`src/rtl/sel_stepper.sv`:
```
// sel_stepper: button/auto-scan driven 2-bit path select for the 2-to-4 decoder.
// Buttons are synchronized, debounced and edge-detected; auto-scan steps from a prescaler.

module sel_debounce #(
    parameter int unsigned CYCLES = 4
) (
    input  logic i_clk,
    input  logic i_rst,
    input  logic i_raw,
    output logic o_rise
);

    localparam int unsigned CW = $clog2(CYCLES) + 1;
    localparam logic [CW-1:0] LAST = CW'(CYCLES - 1);

    logic          r_s1;
    logic          r_s2;
    logic          r_level;
    logic          r_level_d;
    logic [CW-1:0] r_cnt;

    always_ff @(posedge i_clk or posedge i_rst) begin
        if (i_rst) begin
            r_s1      <= 1'b0;
            r_s2      <= 1'b0;
            r_level   <= 1'b0;
            r_level_d <= 1'b0;
            r_cnt     <= '0;
        end else begin
            r_s1      <= i_raw;
            r_s2      <= r_s1;
            r_level_d <= r_level;
            if (r_s2 == r_level) begin
                r_cnt <= '0;
            end else if (r_cnt == LAST) begin
                r_level <= r_s2;
                r_cnt   <= '0;
            end else begin
                r_cnt <= r_cnt + 1'b1;
            end
        end
    end

    // Only a 0->1 transition of the accepted level counts as a press.
    assign o_rise = r_level & ~r_level_d;

endmodule

module sel_stepper #(
    parameter int unsigned DEBOUNCE_CYCLES = 4,
    parameter int unsigned SCAN_DIV        = 8
) (
    input  logic       clk1,
    input  logic       rst,
    input  logic       btn_next,
    input  logic       btn_prev,
    input  logic       auto_en,
    output logic [1:0] select,
    output logic       step
);

    localparam int unsigned PW = $clog2(SCAN_DIV);
    localparam logic [PW-1:0] P_LAST = PW'(SCAN_DIV - 1);

    logic          w_next_ev;
    logic          w_prev_ev;
    logic [1:0]    r_sel;
    logic [1:0]    w_sel_nx;
    logic          r_step;
    logic          w_step_nx;
    logic [PW-1:0] r_pre;
    logic [PW-1:0] w_pre_nx;

    sel_debounce #(
        .CYCLES(DEBOUNCE_CYCLES)
    ) u_db_next (
        .i_clk (clk1),
        .i_rst (rst),
        .i_raw (btn_next),
        .o_rise(w_next_ev)
    );

    sel_debounce #(
        .CYCLES(DEBOUNCE_CYCLES)
    ) u_db_prev (
        .i_clk (clk1),
        .i_rst (rst),
        .i_raw (btn_prev),
        .o_rise(w_prev_ev)
    );

    // Button events win over auto-scan and restart its interval.
    always_comb begin
        w_sel_nx  = r_sel;
        w_step_nx = 1'b0;
        w_pre_nx  = '0;
        if (w_next_ev && w_prev_ev) begin
            w_pre_nx = '0;
        end else if (w_next_ev) begin
            w_sel_nx  = r_sel + 2'd1;
            w_step_nx = 1'b1;
        end else if (w_prev_ev) begin
            w_sel_nx  = r_sel - 2'd1;
            w_step_nx = 1'b1;
        end else if (auto_en) begin
            if (r_pre == P_LAST) begin
                w_sel_nx  = r_sel + 2'd1;
                w_step_nx = 1'b1;
            end else begin
                w_pre_nx = r_pre + 1'b1;
            end
        end
    end

    always_ff @(posedge clk1 or posedge rst) begin
        if (rst) begin
            r_sel  <= 2'b00;
            r_step <= 1'b0;
            r_pre  <= '0;
        end else begin
            r_sel  <= w_sel_nx;
            r_step <= w_step_nx;
            r_pre  <= w_pre_nx;
        end
    end

    assign select = r_sel;
    assign step   = r_step;

endmodule

```
`config.mk`:
```
export PLATFORM = sky130hd
export DESIGN_NAME = sel_stepper
export DESIGN_NICKNAME = d
export VERILOG_FILES = /design/src/rtl/sel_stepper.sv
export SDC_FILE = /design/constraint.sdc
export NUM_CORES = 1
export LEC_CHECK = 0
export BUFFER_PORTS_ARGS = -buffer_cell sky130_fd_sc_hd__clkbuf_2
export CAP_MARGIN = 20
export CORE_MARGIN = 1.5
export CORE_UTILIZATION = 45
export CTS_CLUSTER_DIAMETER = 80
export DETAILED_ROUTE_END_ITERATION = 16
export HOLD_SLACK_MARGIN = 0.06
export SETUP_SLACK_MARGIN = 0.3
export SLEW_MARGIN = 20
export SYNTH_ARGS = -nofsm -noshare
export SYNTH_HDL_FRONTEND = slang
export SYNTH_SLANG_ARGS = --single-unit
```
`constraint.sdc`:
```
create_clock -name clk1 -period 2.15 [get_ports clk1]
set_clock_uncertainty 0.1 [all_clocks]
set_input_delay 0.1075 -clock clk1 [delete_from_list [all_inputs] [get_ports clk1]]
set_output_delay 0.1075 -clock clk1 [all_outputs]
set_load 0.05 [all_outputs]
```
# == Yosys cells after proc, flatten, opt, wreduce, memory -nomap -nowiden ==
# Cells that the tools add are included.
# totals
regBits,20
input_bits,5
output_inout_bits,3
wordCells,54
# classes
n_addsub,5
eq_ne,5
n_mux,18
bitwise,7
reduce_logical,6
# op_table
operator,n
$mux 3,9
$add 3x1->3 const B,3
$mux 2,4
$eq 3x2->1 const B,2
$reduce_bool 3->1,2
$mux 1,5
$not 1->1,5
$reduce_and 2->1,2
$eq 3x3->1 const B,1
$reduce_and 3->1,1
$add 2x1->2 const B,1
$and 1x1->1,2
$eq 1x1->1,2
$sub 2x1->2 const B,1
$logic_and 1x1->1,1

# == Depth between registers and ports, before layout ==
# logic_depth
ltp_word,6
ltp_mapped,6
depth_no_buf,6

# == Hierarchy ==
# From an unflattened synthesis, not the netlist that was laid out.
# hier_totals
hier_cells,54
area_unflattened_um2,773.2
# by_module_without_submodules
module,instances,cells_each,area_per_inst_um2,seq_area_each_um2
sel_debounce,2,16,256.5,175.2
sel_stepper,1,22,260.2,150.1

# == Worst setup path after synthesis ==
# Ideal clock, no wire load.
# synth_path
kind,reg-to-reg
startpoint,reg r_pre[0]
endpoint,"reg r_sel[1], in the netlist select[1]"
t_arrival_ps,1125
t_required_ps,1910
slack_ps,785
path_stages_with_launch,7
path_buffers,0
synth_period_minus_slack_ps,1365
cell_sequence,dfrtp_1 -> ha_1 -> ha_1 -> nand2_1 -> nand2_1 -> a31oi_1 -> xnor2_1
# synth_via
elab_chain_cells,3
# synth_rtl
item,line_no,text
start: declaration,71,logic [PW-1:0] r_pre;
start signal: assignment,123,r_pre <= w_pre_nx;
$eq 3x3->1,106,if (r_pre == P_LAST) begin
$reduce_bool 3->1 (no line),--,
$reduce_and 3->1 (no line),--,
end signal: assignment,121,r_sel <= w_sel_nx;
end: declaration,67,logic [1:0] r_sel;
# Every way passes these cells.
# A chain may end at the register's enable or synchronous reset.

# == Final worst setup path ==
# Ends and elaborated chain as after synthesis.

==> impl_metrics.toml <==
[status]
status = "finished clean"

[route]
routed-via-count = 406
drtPass1Iterations = 4
drc_errors = 0
detail-route-antenna-nets = 0
routed_wl_um = 976
via_per_inst = 4.892
drt-initial-drc-count = 6
wl_per_cell_um = 11.76

[clocking]
h-tree-depth = 1
path_clk_slew_ns = 0.11
tritoncts = "yes"
clockBufferDepth = 2
cts-buffers-inserted = 3
cts_sinks = 20
clockRootBuffer = "clkbuf_4"
clock_latency_ns = 0.30
postCtsResizedCells = 0

[synth]
synth_nets = 61
synth_top_family_by_area = "simple AND/OR/NAND/NOR gates"
synth_simple_gate_area_frac = 0.1551
synthDistinctLibCells = 17
synth-xor-area-share = 0.04722
ys_seq_area_frac = 0.6745
synth_cells = 52
ys_ff_latch = 20
synth-compound-area-share = 0.02024
synth_edf_count = 0
ys.flop_type = "dfrtp_1"
synth_warnings = 0
syn_area_per_cell_um2 = 14.27
synth_fa_ha_area_frac = 0.06745
synthMuxAreaShare = 0.03035
async_reset_ff_frac = 1.000
synth_area_um2 = 742.0

[pwr]
p_leak_nw = 0.4355
vdd_drop_max_mv = 0.7662
p_total_mw = 1.182
power_per_cell_area_nw_per_um2 = 1353

[sta]
slew_viol_final = 0
fmax_mhz = 688.6
slew_headroom = 0.5209
tightest_slew_ns = 0.7179
finalSetupViolCount = 0
hold_viol = 0
timing.setup.tns_ns = 0
period_needed_ns = 1.452
rsz0062_at_grt = "no"
period_share = 0.6754
final.setup.worst_slack_ns = 0.6979

[finish]
finalNetCount = 77
drive_above_1_share = 0.2388
final_area_um2 = 873.3
antenna_cells = 0
syn2layout_area_growth_pct = 17.71

[critical_path]
path_max_fanout = 2
criticalPathCategory = "reg -> reg"
crit_path_cell_trace = "ha_1, ha_1, nand2_1, nand2_1, a31oi_1, xnor2_1"
critPathBufInv = 0
slowest_delay_ns = 0.40
required_ns = 2.27
cp_top_family = "flip-flops"
cp_slowest_cell = "dfrtp_1"
worstPathArrival_ns = 1.57
start_kind = "flop"
crit_path_end_kind = "flop"

[floorplan]
core-area_um2 = 1524
die_h_um = 43.61
rows = 14
dieArea_um2 = 1901
die_w_um = 43.61
io_pins = 8
start_util = 0.4869

[global_route]
grt_pass1_wl_um = 1621
antenna_found_initial = 0
grtUsageTotal = 0.1167
grt_pass1_vias = 379
grt_max_degree = 21
grt_overflow_total = 0

[worst_hold_path]
hold_path_class = "reg -> reg"

[placement]
post-place-ws_ns = 0.7366
place_congestion = 0.7360
io_buffers = 7
hpwl_um = 662.2
dpl_cell_area_um2 = 797.0

[job]
maxCapViolCount = 0
==> layer usage <==
layer | GRT usage | part of all wire | up-vias
met5 | 0 | 0 | -
met4 | 0.03636 | 0 | 0
met3 | 0.05000 | 0.043 | 0
li1 | - | - | 206
met1 | 0.1528 | 0.50 | 191
met2 | 0.1765 | 0.46 | 9
==> worst register-to-register path: cells and delay by family, from the launching register on <==
kind	cells	cell delay, ns
flops	1	0.40
xor+xnor	1	0.13
simple gates	2	0.16
compound gates	1	0.19
fa+ha+maj	2	0.38
==> flip-flops by register name, summed over array words and instances, names as in the netlist <==
register / count
r_pre: 3
u_db_next.r_cnt: 3
u_db_prev.r_cnt: 3
select: 2
step: 1
u_db_next.r_level: 1
u_db_next.r_level_d: 1
u_db_next.r_s1: 1
u_db_next.r_s2: 1
u_db_prev.r_level: 1
u_db_prev.r_level_d: 1
u_db_prev.r_s1: 1
u_db_prev.r_s2: 1
==> cell usage in the layout (no fill, tap or decap), types with 3 or more instances in the layout <==
cell type,netlist,final
clkbuf_4,0,3
xnor2_1,3,3
nor2b_1,3,3
nor3_1,3,3
dfrtp_1,20,20
ha_1,4,4
clkbuf_2,0,7
nand2_1,3,3
nor3b_1,4,4
dlygate4sd3_1,0,4
==> cell families after synthesis <==
logic type                 count (synthesis)
AOI/OAI and AO/OA                          2
xor gates and xnor gates                   4
adders and majority gates                  4
buffers and inverters                      1
DFF                                       20
muxes                                      2
and+or+nand+nor                           19
==> cells in the mapped netlist, drive strengths merged (2+ instances only) <==
| master | number | share of area |
|---|---|---|
| nor3b | 4 | 0.040 |
| and3 | 2 | 0.017 |
| dfrtp | 20 | 0.67 |
| nor2b | 3 | 0.025 |
| mux2 | 2 | 0.030 |
| nor3 | 3 | 0.020 |
| xnor2 | 3 | 0.035 |
| ha | 4 | 0.067 |
| nand2b | 2 | 0.020 |
| nand2 | 3 | 0.015 |
==> repair_timing <==
item,in CTS,in global routing
setup buffers,0,0
hold buffers,4,0
hold endpoints to repair,26,0
==> stage by stage <==
step,util,cells,hold slack [ns]
6_report,0.5731,83,0.2622
5_1_grt,0.5731,83,0.2688
4_1_cts,0.5731,83,0.2657
3_5_place_dp,0.5230,75,0.1175
3_3_place_gp,0.5230,75,0.1177
2_1_floorplan,-,52,-0.02867
==> power by group <==
group          internal, mW  total, mW  switching [mW]
clock                 0.103      0.212           0.108
combinational         0.170      0.409           0.239
sequential            0.494      0.561          0.0676
==> path summary, 6_finish.rpt <==
path	from	cells after the start	slack [ns]	to
max in group asynchronous	rst	3	1.13	select[0]
min in group asynchronous	rst	3	0.36	u_db_next.r_s2
setup / recovery	r_pre[0]	6	0.70	select[1]
hold reg to reg	u_db_prev.r_s1	0	0.26	u_db_prev.r_s2
hold / removal	u_db_prev.r_s1	0	0.26	u_db_prev.r_s2
setup reg to reg	r_pre[0]	6	0.70	select[1]
==> layout make-up <==
| type | instances | area, um^2 |
|---|---|---|
| fillers | 130 | 650.6 |
| clock buffers | 4 | 36.28 |
| flip-flops and latches | 20 | 500.5 |
| multi-input cells | 31 | 237.7 |
| well taps | 16 | 20.02 |
| repair buffers | 11 | 75.07 |
| inverters | 1 | 3.754 |
No activity file was read; power rests on OpenSTA's default activity.
